==> src/rtl/pipe_bypass_unit.sv <==
// Operand forwarding and load-use interlock for the ID stage of the in-order pipeline.
// A shadow pipeline of producer tags tracks in-flight writers; the youngest matching producer feeds each read port.
module pipe_bypass_unit #(
    parameter int NSTG = 3,
    parameter int NRP  = 2,
    parameter int DW   = 32,
    parameter int AW   = 5,
    parameter int CW   = 32
) (
    input  logic                clk,
    input  logic                reset,
    input  logic                id_valid,
    input  logic                id_we,
    input  logic [AW-1:0]       id_dest,
    input  logic [NSTG-1:0]     stg_allowin,
    input  logic [NSTG-1:0]     stg_ready_go,
    input  logic [NSTG-1:0]     stg_flush,
    input  logic [NSTG*DW-1:0]  stg_data,
    input  logic [NSTG-1:0]     stg_data_ok,
    input  logic [NRP-1:0]      rp_used,
    input  logic [NRP*AW-1:0]   rp_addr,
    input  logic [NRP*DW-1:0]   rf_rdata,
    output logic [NRP*DW-1:0]   rp_data,
    output logic                id_stall,
    output logic [NSTG-1:0]     stg_valid,
    output logic [CW-1:0]       cnt_stall,
    output logic [CW-1:0]       cnt_fwd
);

    logic [NSTG-1:0] r_valid;
    logic [NSTG-1:0] r_we;
    logic [AW-1:0]   r_dest [NSTG];
    logic [CW-1:0]   r_cnt_stall;
    logic [CW-1:0]   r_cnt_fwd;

    logic [NRP-1:0]  w_hit_any;
    logic [NRP-1:0]  w_win_ok;
    logic [NSTG-1:0] w_adv;
    logic            w_id_go;
    logic            w_fwd_any;
    logic            w_unused_last_ready_go;

    // The last stage is the regfile write stage; nothing downstream consumes its ready_go.
    assign w_unused_last_ready_go = stg_ready_go[NSTG-1];

    assign w_id_go   = id_valid & ~id_stall;
    assign w_fwd_any = |w_hit_any;

    // w_adv[i] is "stage i-1 hands a valid instruction to stage i"; bit 0 is the ID issue.
    always_comb begin
        w_adv    = '0;
        w_adv[0] = w_id_go;
        for (int i = 1; i < NSTG; i++) begin
            w_adv[i] = r_valid[i-1] & stg_ready_go[i-1];
        end
    end

    // NOTE: every output of this block gets a default before the loops, so no path leaves a latch.
    always_comb begin
        w_hit_any = '0;
        w_win_ok  = '0;
        rp_data   = rf_rdata;
        for (int p = 0; p < NRP; p++) begin
            // Scan oldest to youngest so the youngest hit is the last (winning) assignment.
            for (int i = NSTG - 1; i >= 0; i--) begin
                if (rp_used[p] && (rp_addr[p*AW +: AW] != '0) && r_valid[i] && r_we[i]
                    && (r_dest[i] == rp_addr[p*AW +: AW])) begin
                    w_hit_any[p]          = 1'b1;
                    w_win_ok[p]           = stg_data_ok[i];
                    rp_data[p*DW +: DW]   = stg_data[i*DW +: DW];
                end
            end
        end
    end

    assign id_stall = id_valid & |(w_hit_any & ~w_win_ok);

    // NOTE: state updates use non-blocking assignments so every stage samples its predecessor's old value.
    always_ff @(posedge clk) begin
        if (reset) begin
            r_valid <= '0;
            r_we    <= '0;
            for (int i = 0; i < NSTG; i++) begin
                r_dest[i] <= '0;
            end
        end else begin
            if (stg_flush[0]) begin
                r_valid[0] <= 1'b0;
            end else if (stg_allowin[0]) begin
                r_valid[0] <= w_adv[0];
            end
            if (stg_allowin[0] && w_adv[0]) begin
                r_we[0]   <= id_we;
                r_dest[0] <= id_dest;
            end
            for (int i = 1; i < NSTG; i++) begin
                if (stg_flush[i]) begin
                    r_valid[i] <= 1'b0;
                end else if (stg_allowin[i]) begin
                    r_valid[i] <= w_adv[i];
                end
                if (stg_allowin[i] && w_adv[i]) begin
                    r_we[i]   <= r_we[i-1];
                    r_dest[i] <= r_dest[i-1];
                end
            end
        end
    end

    always_ff @(posedge clk) begin
        if (reset) begin
            r_cnt_stall <= '0;
            r_cnt_fwd   <= '0;
        end else begin
            if (id_stall && id_valid && (r_cnt_stall != '1)) begin
                r_cnt_stall <= r_cnt_stall + CW'(1);
            end
            if (w_fwd_any && (r_cnt_fwd != '1)) begin
                r_cnt_fwd <= r_cnt_fwd + CW'(1);
            end
        end
    end

    assign stg_valid = r_valid;
    assign cnt_stall = r_cnt_stall;
    assign cnt_fwd   = r_cnt_fwd;

endmodule

==> config.mk <==
export PLATFORM = sky130hd
export DESIGN_NAME = pipe_bypass_unit
export DESIGN_NICKNAME = d
export VERILOG_FILES = /design/src/rtl/pipe_bypass_unit.sv
export SDC_FILE = /design/constraint.sdc
export NUM_CORES = 1
export LEC_CHECK = 0
export BUFFER_PORTS_ARGS = -buffer_cell sky130_fd_sc_hd__buf_2
export CAP_MARGIN = 20
export CORE_MARGIN = 10
export CORE_UTILIZATION = 45
export DETAILED_ROUTE_END_ITERATION = 10
export PLACE_DENSITY_LB_ADDON = 0.25
export SYNTH_ARGS = -nofsm -noshare
export SYNTH_HDL_FRONTEND = slang
export SYNTH_SLANG_ARGS = --single-unit
==> constraint.sdc <==
create_clock -name clk -period 8.6 [get_ports clk]
set_clock_uncertainty 0.05 [all_clocks]
set_input_delay 1.72 -clock clk [delete_from_list [all_inputs] [get_ports clk]]
set_output_delay 1.72 -clock clk [all_outputs]
set_load 0.005 [all_outputs]
## Word level (Yosys, flattened, before mapping)

Memories as Yosys holds them, arrays and structs flattened.
Cells that the tools add are included.

- Register bits: 70
- Bits of input ports: 193
- Memories kept: 1
- Bits in writable memories: 15
- Output and inout port bits: 132

- Reductions and logical operators: 33
- Bitwise gates (word level): 10
- Mux-type cells: 32
- $add $sub $neg: 2
- Equality and inequality tests: 8

Memory list:

| memory | words | width | rd ports | clocked after memory_dff | wr ports | RTL line | source |
|---|---|---|---|---|---|---|---|
| r_dest | 3 | 5 | 3 | 0 | 3 | 32 | `logic [AW-1:0] r_dest [NSTG];` |

Operator list:

| kind | count |
|---|---|
| $mux 32 | 6 |
| $add 32x1->32 const B | 2 |
| $ne 32x32->1 const B | 2 |
| $eq 5x5->1 | 6 |
| $logic_and 1x1->1 | 26 |
| $mux 1 | 23 |
| $mux 5 | 3 |
| $reduce_bool 5->1 | 2 |
| $reduce_or 2->1 | 5 |
| $and 1x1->1 | 4 |
| $or 1x1->1 | 3 |
| $and 2x2->2 | 1 |
| $not 2->2 | 1 |
| $not 1->1 | 1 |

## Logic depth before layout (Yosys ltp)

- Depth in word-level cells: 19
- Depth in mapped cells: 10
- Depth with buffers taken out: 8

## Worst setup path after synthesis

No wires, ideal clock.

- Path type: input to output
- From: input rp_addr[1]
- To: output id_stall
- Stages on the path: 9
- Slack: 3.251 ns
- Arrival time: 3.579 ns
- Data required time: 6.830 ns
- Cell sequence: or4_4 -> o21ai_4 -> and4b_1 -> a211o_1 -> o2bb2a_4 -> buf_6 -> buf_4 -> buf_2 -> nor2b_1

- Cells in the longest elaborated chain, start to end: 12
- Elaborated cells on any way between the ends: 24

Ends and longest elaborated chain:

| element | RTL line | source |
|---|---|---|
| start, declared | 21 | `input logic [NRP*AW-1:0] rp_addr,` |
| $reduce_bool 5->1 | 66 | `if (rp_used[p] && (rp_addr[p*AW +: AW] != '0) && r_valid[i] && r_we[i]` |
| $logic_and 1x1->1 (3 in a row) | 66 |  |
| $logic_and 1x1->1 | 67 | `&& (r_dest[i] == rp_addr[p*AW +: AW])) begin` |
| $mux 1 (3 in a row) | 66 |  |
| $not 2->2 | 76 | `assign id_stall = id_valid & \|(w_hit_any & ~w_win_ok);` |
| $and 2x2->2 * | 76 |  |
| $reduce_or 2->1 * | 76 |  |
| $and 1x1->1 * | 76 |  |
| end, declared | 24 | `output logic id_stall,` |

Mark *: on every way between the ends. The rest lies on a longest branch, timed or not.

## Worst setup path in the final report

- From: input rp_addr[6]
- To: output id_stall

The elaborated chain is that of the path after synthesis.

==> results.toml <==
[timing]
setup_viol = 0
rsz0062_at_grt = "no"
max_freq_mhz = 170
timing.final.crit_share = 0.683
relSlewSlack = 0.379
finalSetupTns_ps = 0
drv_slew = 0
setup_ws_ps = 2730
min_period_ps = 5870
worstMarginPinSlew_ps = 924
hold_viol = 0

[clock_network]
ctsResizeCount = 0
postCtsSetupBuffers = 0
clockBufferDepth = 2
cts_tree = "built"
cts_max_level = 3
numClockSinks = 85
hold_buffers = 0
clock_latency_ps = 340
clockRootBuffer = "clkbuf_16"
numCtsBuffers = 9
clkTransAtPathRegs_ps = 60

[job]
cap_viol_max_count = 0

[finish]
drive_gt1_frac = 0.309
final_common_cell = "buf_2"
fin_nets = 1356
mostFrequentLayoutCells = "buf_2 (323), nand2_1 (167), o21ai_0 (143)"
fillCellCount = 1367
area_growth_pct = 30.3
stdcell_area_mm2 = 0.00844

[detailed_routing]
routed_wl_um = 25000
drc_errors = 0
vias_per_cell = 5.44
vias = 7367
dr.pass1.iters = 5
wire_per_inst_um = 18.5
initialDrtViolationCount = 375
ant_nets = 0

[yosys]
synth_edf_count = 15
synth_top_area_frac = 0.216
syn_avg_cell_area_um2 = 7.38
ys_types = 52
syn-num-nets = 1072
ys.flop_type = "dfxtp_1"
synth_top_area_cell = "dfxtp_1"
syn_area_mm2 = 0.00648
yosysSeqAreaShare = 0.286
ys_ff_latch = 85
synthTopCellsByArea = "dfxtp_1 (22%), o21ai_0 (11%), mux2i_1 (11%)"
async_flop_share = 0
ys.warnings.count = 0
syn_inst = 877

[global_route]
antenna_found_initial = 10
grt_pass1_vias = 6831
grt_start_max_net_pins = 81
track_usage = 0.236
use_met1 = 0.267
met3_usage = 0.0636
overflow = 0
grt_use_met2 = 0.422
grt_pass1_wl_um = 38000
busiest_layer = "met2"

[critical_path]
worst-setup-path-type = "in -> out"
cp_data_arrival_time_ps = 4100
cp.required_ps = 6830
startpoint_type = "input pin"
cp_max_fo = 67
end_kind = "primary output"

[min_path]
hp-class = "reg -> reg"

[floorplanning]
ioPinCount = 325
die_h_um = 140
die_x_um = 140
row_count = 43
design.core.area_mm2 = 0.0140
die_area_mm2 = 0.0196
start_util = 0.463

[power_and_ir_drop]
peakVddDrop_mv = 0.124
powerDensity_mw_per_mm2 = 107
p_leak_nw = 3.44

[placement]
placed_cell_area_mm2 = 0.00815
place.gp.congestion = 0.932
post-dp-hpwl_um = 20000
place_ws_ps = 2730
numPortBuffers = 323

[run_status]
status = "finished clean"
-- where the power goes --
part / total, mW / switching [mW] / internal (mW)
combinational: 0.135 / 0.0673 / 0.0681
sequential: 0.414 / 0.00471 / 0.409
clock: 0.353 / 0.156 / 0.198
-- layout make-up --
class                   count  area, um2  area share
diodes                      8       20.0     0.00237
clock buffers              12        236      0.0280
clock inverters             4       32.5     0.00386
inverters                   3       11.3     0.00133
multi-input cells         732       4390       0.520
flip-flops and latches     85       1850       0.219
well taps                 180        225      0.0267
repair buffers            330       1670       0.198
-- cells in the mapped netlist (all sizes together), types with 2 or more instances --
library cell	instances
nand2	167
mux2i	68
nand2b	7
xor2	17
clkbuf	38
nor3b	3
nand3	28
edfxtp	15
nand4	23
o41ai	2
o21ai	145
and4	7
nor2	63
nand4b	2
nor4	23
and3	7
inv	3
or3	16
buf	19
a21oi	17
dfxtp	70
xnor2	53
nor2b	8
mux2	6
ha	2
or4	3
and2	21
and4b	2
nor4b	4
nor3	23
a211oi	3
-- kinds of logic (layout without fill, tap and decap cells) --
logic type	count (synthesis)	in the layout	synth area share
compound gates	175	175	0.147
simple gates	411	411	0.314
mux	74	74	0.116
buf+inv	60	349	0.0388
flops	85	85	0.286
other cells	0	8	0
xor+xnor	70	70	0.0947
fa+ha+maj	2	2	0.00386
-- worst max-delay path, cell delays in order --
cell      delay [ps]
buf_2            140
or4_1            540
o21ai_1          290
nor4_2            60
buf_4            310
nor3_1           300
o2bb2a_4         470
nor2b_1           90
buf_2            150
-- registers in the layout, indices dropped and copies added (netlist names) --
signal,cells
cnt_stall,32
r_we,3
stg_valid,3
cnt_fwd,32
r_dest,15
-- final timing paths --
check,from,endpoint,slack (ps),cells after the start
setup / recovery,rp_addr[6],id_stall,2730,9
hold / removal,cnt_fwd[24],cnt_fwd[24],450,2
setup reg to reg,r_dest[0][7],cnt_fwd[18],5150,9
hold reg to reg,cnt_fwd[24],cnt_fwd[24],450,2
-- metal layers --
metal / part of all wire / vias to the layer above / wire [um]
met1: 0.38 / 3384 / 9530
met3: 0.078 / 32 / 1960
met2: 0.52 / 258 / 13100
met5: 0.0016 / - / 40
li1: - / 3687 / -
met4: 0.016 / 6 / 407
-- through the flow --
stage / utilization / power (mW) / hold slack [ps] / instances
6_report: 0.603 / 0.903 / 447 / 1354
5_1_grt: 0.603 / 0.944 / 475 / 1352
4_1_cts: 0.602 / 0.911 / 452 / 1346
3_5_place_dp: 0.583 / 0.558 / 444 / 1330
3_3_place_gp: 0.583 / 0.556 / 436 / 1330
2_1_floorplan: - / 0.477 / 429 / 877
No activity file was read; power rests on OpenSTA's default activity.
